`config.mk`:
```
export PLATFORM = sky130hd
export DESIGN_NAME = student_rr_arb8_flat
export DESIGN_NICKNAME = d
export VERILOG_FILES = /design/src/rtl/student_arb_pkg.sv /design/src/rtl/student_rr_arb8_if.sv /design/src/rtl/student_or8way.sv /design/src/rtl/student_rr_pick.sv /design/src/rtl/student_rr_arb8.sv /design/src/flat_wrapper.sv
export SDC_FILE = /design/constraint.sdc
export NUM_CORES = 1
export LEC_CHECK = 0
export CORE_MARGIN = 5
export CORE_UTILIZATION = 35
export DETAILED_ROUTE_END_ITERATION = 16
export MAX_ROUTING_LAYER = met4
export PLACE_DENSITY = 0.51
export SLEW_MARGIN = 20
export SYNTH_ARGS = -nofsm -noshare
export SYNTH_HDL_FRONTEND = slang
export SYNTH_SLANG_ARGS = --single-unit
```
`constraint.sdc`:
```
create_clock -name clk -period 10.5 [get_ports clk]
set_input_delay 2.1 -clock clk [delete_from_list [all_inputs] [get_ports clk]]
set_output_delay 2.1 -clock clk [all_outputs]
set_load 0.1 [all_outputs]
```
`src/rtl/student_arb_pkg.sv`:
```
// rtl/student_arb_pkg.sv - shared constants and state encoding for the round-robin arbiter
// Contents: ARB_N (requester count), ARB_IDW (owner index width), arb_state_e (IDLE/GRANT).
package student_arb_pkg;
  localparam int ARB_N   = 8;
  localparam int ARB_IDW = 3;

  typedef enum logic {
    ST_IDLE  = 1'b0,
    ST_GRANT = 1'b1
  } arb_state_e;
endpackage

```
`src/rtl/student_rr_arb8_if.sv`:
```
// rtl/student_rr_arb8_if.sv - request/grant bundle between requesters and the arbiter
// Signals: req[7:0] (requesters -> arbiter), gnt[7:0], gnt_valid, gnt_id[2:0] (arbiter -> requesters).
// Modports: master (requester side), slave (arbiter side).
interface student_rr_arb8_if;
  import student_arb_pkg::*;

  logic [ARB_N-1:0]   req;
  logic [ARB_N-1:0]   gnt;
  logic               gnt_valid;
  logic [ARB_IDW-1:0] gnt_id;

  modport master (output req, input gnt, input gnt_valid, input gnt_id);
  modport slave  (input req, output gnt, output gnt_valid, output gnt_id);
endinterface

```
`src/rtl/student_or8way.sv`:
```
// rtl/student_or8way.sv - 8-input OR gate from the gate library, built as a 2-input OR tree
// Ports: a[7:0] inputs, y output (1 when any input bit is set).
module student_or8way (
  input  logic [7:0] a,
  output logic       y
);
  logic [3:0] l1;
  logic [1:0] l2;

  assign l1 = a[7:4] | a[3:0];
  assign l2 = l1[3:2] | l1[1:0];
  assign y  = l2[1] | l2[0];
endmodule

```
`src/rtl/student_rr_pick.sv`:
```
// rtl/student_rr_pick.sv - combinational round-robin picker: rotate, fixed-priority pick, un-rotate
// Ports: req[7:0] candidates, ptr[2:0] last owner; pick_oh[7:0] one-hot winner,
//        pick_id[2:0] winner index (0 when none), pick_any any candidate present.
module student_rr_pick
  import student_arb_pkg::*;
(
  input  logic [ARB_N-1:0]   req,
  input  logic [ARB_IDW-1:0] ptr,
  output logic [ARB_N-1:0]   pick_oh,
  output logic [ARB_IDW-1:0] pick_id,
  output logic               pick_any
);
  logic [ARB_IDW-1:0] start;
  logic [ARB_N-1:0]   rot;
  logic [ARB_IDW-1:0] rot_k;
  logic               found;

  // Search begins one past the last owner; 3-bit arithmetic gives the 7->0 wrap.
  assign start = ptr + 3'd1;

  always_comb begin
    rot     = '0;
    rot_k   = '0;
    found   = 1'b0;
    pick_oh = '0;
    pick_id = '0;
    // rot[0] is the highest-priority candidate for this ptr
    for (int i = 0; i < ARB_N; i++) begin
      rot[i] = req[start + ARB_IDW'(i)];
    end
    for (int i = 0; i < ARB_N; i++) begin
      if (rot[i] && !found) begin
        found = 1'b1;
        rot_k = ARB_IDW'(i);
      end
    end
    if (found) begin
      pick_id          = start + rot_k;
      pick_oh[pick_id] = 1'b1;
    end
  end

  student_or8way u_any (
    .a (req),
    .y (pick_any)
  );
endmodule

```
`src/rtl/student_rr_arb8.sv`:
```
// rtl/student_rr_arb8.sv - 8-requester round-robin arbiter with registered one-hot grant
// Ports: clk, reset_n (async, active-low), bus (student_rr_arb8_if.slave: req in; gnt, gnt_valid, gnt_id out).
// Option: STUDENT_ARB_HOLD_LIMIT_EN adds a hold counter forcing rotation after MAX_HOLD grant cycles
//         when another requester is waiting.
module student_rr_arb8
  import student_arb_pkg::*;
#(
  parameter int MAX_HOLD = 16
) (
  input  logic               clk,
  input  logic               reset_n,
  student_rr_arb8_if.slave   bus
);
  if (MAX_HOLD < 2 || MAX_HOLD > 255) begin : g_max_hold_range
    $error("MAX_HOLD must be within 2..255");
  end

  arb_state_e         state_q, state_d;
  logic [ARB_IDW-1:0] ptr_q, ptr_d;
  logic [ARB_N-1:0]   gnt_q, gnt_d;
  logic               valid_q, valid_d;
  logic [ARB_IDW-1:0] id_q, id_d;

  logic [ARB_N-1:0]   pick_req;
  logic [ARB_IDW-1:0] pick_ptr;
  logic [ARB_N-1:0]   pick_oh;
  logic [ARB_IDW-1:0] pick_id;
  logic               pick_any;
  logic               owner_req;
  logic               force_rot;

`ifdef STUDENT_ARB_HOLD_LIMIT_EN
  localparam logic [7:0] HOLD_LAST = 8'(MAX_HOLD - 1);
  logic [7:0] cnt_q, cnt_d;
`endif

  // While granted, the picker sees only the other requesters and searches from
  // the current owner, which is exactly the order a release would use.
  always_comb begin
    pick_req = bus.req;
    pick_ptr = ptr_q;
    if (state_q == ST_GRANT) begin
      pick_req = bus.req & ~gnt_q;
      pick_ptr = id_q;
    end
  end

  student_rr_pick u_pick (
    .req      (pick_req),
    .ptr      (pick_ptr),
    .pick_oh  (pick_oh),
    .pick_id  (pick_id),
    .pick_any (pick_any)
  );

  assign owner_req = bus.req[id_q];

`ifdef STUDENT_ARB_HOLD_LIMIT_EN
  assign force_rot = (cnt_q == HOLD_LAST) && pick_any;
`else
  assign force_rot = 1'b0;
`endif

  always_comb begin
    state_d = state_q;
    ptr_d   = ptr_q;
    gnt_d   = gnt_q;
    valid_d = valid_q;
    id_d    = id_q;
`ifdef STUDENT_ARB_HOLD_LIMIT_EN
    cnt_d   = cnt_q;
`endif
    case (state_q)
      ST_IDLE: begin
        if (pick_any) begin
          state_d = ST_GRANT;
          gnt_d   = pick_oh;
          valid_d = 1'b1;
          id_d    = pick_id;
`ifdef STUDENT_ARB_HOLD_LIMIT_EN
          cnt_d   = 8'd0;
`endif
        end
      end
      ST_GRANT: begin
        if (owner_req && !force_rot) begin
`ifdef STUDENT_ARB_HOLD_LIMIT_EN
          // saturate so a lone owner keeps the grant and rotation fires as soon as someone arrives
          if (cnt_q != HOLD_LAST) cnt_d = cnt_q + 8'd1;
`endif
        end else begin
          ptr_d = id_q;
          if (pick_any) begin
            gnt_d = pick_oh;
            id_d  = pick_id;
`ifdef STUDENT_ARB_HOLD_LIMIT_EN
            cnt_d = 8'd0;
`endif
          end else begin
            state_d = ST_IDLE;
            gnt_d   = '0;
            valid_d = 1'b0;
            id_d    = '0;
          end
        end
      end
      default: state_d = ST_IDLE;
    endcase
  end

  always_ff @(posedge clk or negedge reset_n) begin
    if (!reset_n) begin
      state_q <= ST_IDLE;
      ptr_q   <= 3'd7;
      gnt_q   <= '0;
      valid_q <= 1'b0;
      id_q    <= '0;
`ifdef STUDENT_ARB_HOLD_LIMIT_EN
      cnt_q   <= 8'd0;
`endif
    end else begin
      state_q <= state_d;
      ptr_q   <= ptr_d;
      gnt_q   <= gnt_d;
      valid_q <= valid_d;
      id_q    <= id_d;
`ifdef STUDENT_ARB_HOLD_LIMIT_EN
      cnt_q   <= cnt_d;
`endif
    end
  end

  assign bus.gnt       = gnt_q;
  assign bus.gnt_valid = valid_q;
  assign bus.gnt_id    = id_q;
endmodule

```
`src/flat_wrapper.sv`:
```
// flat-port wrapper written by rule: the top's interface ports become plain ports
module student_rr_arb8_flat import student_arb_pkg::*;
#(
  parameter int MAX_HOLD = 16
)
  (clk, reset_n, bus_req, bus_gnt, bus_gnt_valid, bus_gnt_id);
  student_rr_arb8_if bus_i ();
  input  logic clk;
  input  logic reset_n;
  input wire logic [$bits(bus_i.req)-1:0] bus_req;
  output wire logic [$bits(bus_i.gnt)-1:0] bus_gnt;
  output wire logic [$bits(bus_i.gnt_valid)-1:0] bus_gnt_valid;
  output wire logic [$bits(bus_i.gnt_id)-1:0] bus_gnt_id;
  assign bus_i.req = bus_req;
  assign bus_gnt = bus_i.gnt;
  assign bus_gnt_valid = bus_i.gnt_valid;
  assign bus_gnt_id = bus_i.gnt_id;
  student_rr_arb8 #(.MAX_HOLD(MAX_HOLD)) u_core (.clk(clk), .reset_n(reset_n), .bus(bus_i));
endmodule
```
==> results.md <==
- Run status: finished clean
- Maximum buffer depth of the clock tree: 2
- Pin count of the biggest net entering global routing: 17
- Number of port buffers: 21
- Sum of routed wire length over all layers: 4.04 mm
- Number of hold-slack violations in the final timing report: 0
- Count of vias placed by the detailed router: 1318
- Arrival time worst endpoint: 6160 ps
- Wire length per cell: 18.2 um
- Final ANT Viol Nets: 0
- Synthesis-stage register bit count: 16
- Remaining routing DRC violations: 0
- Starting density of the core: 35.8%
- Number of antenna violations at the first check in global routing: 0
- 1st-iter DRT viols: 97
- Area enclosed by the die boundary: 0.00582 mm2
- CORE AREA: 0.00429 mm2
- RD Place Congestion: 0.856
- Launching element of the worst setup path: bus_req[1]
- Mapped cell area: 0.00154 mm2
- Count of distinct cell types in the synthesized netlist: 41
- Routed vias/inst: 5.94
- First-pass GRT wire length: 6.51 mm
- Most frequent cells in the layout: 21 x sky130_fd_sc_hd__clkdlybuf4s50_1, 13 x sky130_fd_sc_hd__nand2_1, 13 x sky130_fd_sc_hd__dfrtp_1, 11 x sky130_fd_sc_hd__nor2_1
- Least-Margin Pin Slew: 974 ps
- Worst slew margin relative to its limit: 34.8%
- Number of warnings printed during yosys synthesis: 0
- Setup tns final: 0 ps
- Critical Path End Type: flip-flop
- Final worst path period share: 57.4%
- Post-route clock skew: 1.24 ps
- Overall Global Routing Usage: 13.9%
- Number of clock sinks seen by CTS: 16
- Total overflow reported by the global router: 0
- RSZ-0062 raised after global routing: false
- TritonCTS clock tree: built
- Number of standard-cell rows in the floorplan: 24
- DRT Pass-1 Iters: 5
- Hold-fix buffer count after cts: 0
- Post-cts resize count: 0
- Top fanout value on the critical path: 14
- Highest clock frequency the design can meet: 166 MHz
- Total setup buffers inserted after CTS: 0
- Number of nets in the layout: 185
- Startpoint of the worst hold path: u_core.bus.gnt_valid$_DFFE_PN0P_
- Antenna cells: 0
- Pins over their slew limit: 0
- Kind of critical path: in -> reg
- Later-pin clock latency in the skew report: 250 ps
- Clock slew at the register clock pins of the worst setup and hold paths: 60 ps
- Number of global-route vias before repair: 1244
- Type of the tightest min-delay check: reg -> reg
- Number of cells produced by synthesis: 149
- Average size of a mapped cell: 10.3 um2
- Clock Tree Root: sky130_fd_sc_hd__clkbuf_8
- Placed wire-length estimate after detailed placement: 3.20 mm
- Final setup violating endpoints: 0
- Data required time at the worst endpoint: 10640 ps
- Die Span X: 76.3 um
- Synthesized net count: 163
- Number of clock buffers inserted by TritonCTS: 3
- Relative area change from synthesis to final layout: 19.4%
- Worst reg2reg path startpoint: u_core.state_q$_DFF_PN0_
- Crit path launch type: primary input
- Die Ht: 76.3 um
- Time the final worst path needs with I/O delays and setup: 6030 ps
- Post-synthesis sequential area ratio: 26.3%
- Share of final-layout standard cells stronger than drive strength 1: 17.6%
- CTS H-tree depth: 1
- Max-cap violations: 0
- Ports placed on the boundary: 22
- Most common library cell in the layout ignoring fill and taps: sky130_fd_sc_hd__clkdlybuf4s50_1
sequential cells by signal, summed over array words and instances (netlist names):
name                  cells
u_core.bus.gnt            8
u_core.bus.gnt_id         3
u_core.ptr_q              3
u_core.bus.gnt_valid      1
u_core.state_q            1
final timing paths:
check                                              endpoint  slack, ps  cells after the start
max                           u_core.bus.gnt[0]$_DFFE_PN0P_       4470                     14
min                        u_core.bus.gnt_valid$_DFFE_PN0P_        570                      2
min in group asynchronous     u_core.bus.gnt[1]$_DFFE_PN0P_       2270                      1
min reg2reg                u_core.bus.gnt_valid$_DFFE_PN0P_        570                      2
max reg2reg                   u_core.bus.gnt[6]$_DFFE_PN0P_       5090                     15
max in group asynchronous     u_core.bus.gnt[6]$_DFFE_PN0P_       7790                      1
per-stage QoR:
stage / hold WS, ps / utilization, % / setup slack (ps) / cells / instance area (um2)
after CTS: 583 / 42.7 / 4520 / 222 / 1840
after global placement: 535 / 41.5 / 4320 / 218 / 1780
after global routing: 608 / 42.7 / 4180 / 222 / 1840
final: 572 / 42.7 / 4470 / 222 / 1840
after detailed placement: 568 / 41.5 / 4250 / 218 / 1780
after floorplan: 604 / - / 5230 / 149 / 1540
kinds of logic (layout without fill, tap and decap cells):
logic type | count (synthesis) | in the layout | synth area share, %
xor+xnor | 3 | 3 | 3.82
flops | 16 | 16 | 26.3
simple gates | 53 | 53 | 17.6
compound gates | 32 | 32 | 17.3
buf+inv | 11 | 32 | 4.07
fa+ha+maj | 4 | 4 | 3.74
mux | 30 | 30 | 27.2
critical path: stages:
cell	delay, ps
sky130_fd_sc_hd__clkdlybuf4s50_1	470
sky130_fd_sc_hd__a21boi_0	420
sky130_fd_sc_hd__mux2i_1	190
sky130_fd_sc_hd__mux2_1	410
sky130_fd_sc_hd__nand3_1	170
sky130_fd_sc_hd__a41oi_2	350
sky130_fd_sc_hd__a32oi_1	320
sky130_fd_sc_hd__a22oi_1	90
sky130_fd_sc_hd__ha_1	210
sky130_fd_sc_hd__fa_1	370
sky130_fd_sc_hd__xor2_1	180
sky130_fd_sc_hd__and3_1	270
sky130_fd_sc_hd__and3b_1	240
sky130_fd_sc_hd__a221o_1	360
cell usage after synthesis (all sizes together):
library cell | n | share of area [%]
xnor2 | 1 | 1.8
mux4 | 7 | 10
xnor3 | 1 | 1.5
a22oi | 1 | 0.49
nor2 | 11 | 2.7
or2b | 1 | 0.49
inv | 6 | 1.5
mux2 | 11 | 8.1
o41ai | 1 | 0.57
dfrtp | 13 | 21
nand2 | 14 | 3.6
fa | 1 | 1.3
a22o | 2 | 1.1
xor2 | 1 | 0.57
ha | 3 | 2.4
nor2b | 8 | 3.3
a21oi | 5 | 1.6
buf | 5 | 2.6
nand4 | 4 | 1.6
and3b | 3 | 1.7
a21boi | 9 | 4.4
and2 | 1 | 0.41
nor4 | 1 | 0.41
a2111oi | 1 | 0.57
a211o | 1 | 0.57
mux2i | 12 | 8.9
a221o | 8 | 5.2
a41oi | 3 | 2.2
nand3 | 8 | 2.6
nand2b | 1 | 0.41
and3 | 1 | 0.41
dfstp | 3 | 5.1
a32oi | 1 | 0.57
final cells by class:
type	count	area, um2
flip-flops and latches	16	404
multi-input cells	122	1070
well taps	52	65.1
repair buffers	22	218
fillers	412	2460
clock buffers	4	55.1
inverters	6	22.5
layer usage:
| metal | vias up | share of wire (%) | track usage, % | routed length [um] |
|---|---|---|---|---|
| li1 | 619 | - | - | - |
| met1 | 645 | 48 | 19.9 | 1960 |
| met2 | 50 | 46 | 21.1 | 1870 |
| met3 | 4 | 4.9 | 3.19 | 196 |
| met4 | 0 | 0.45 | 1.22 | 18 |
| met5 | - | 0 | - | 0 |
Power is left out: the tool's default activity adds up to more than one toggle a clock period on the data nets, which glitch-free logic cannot reach.
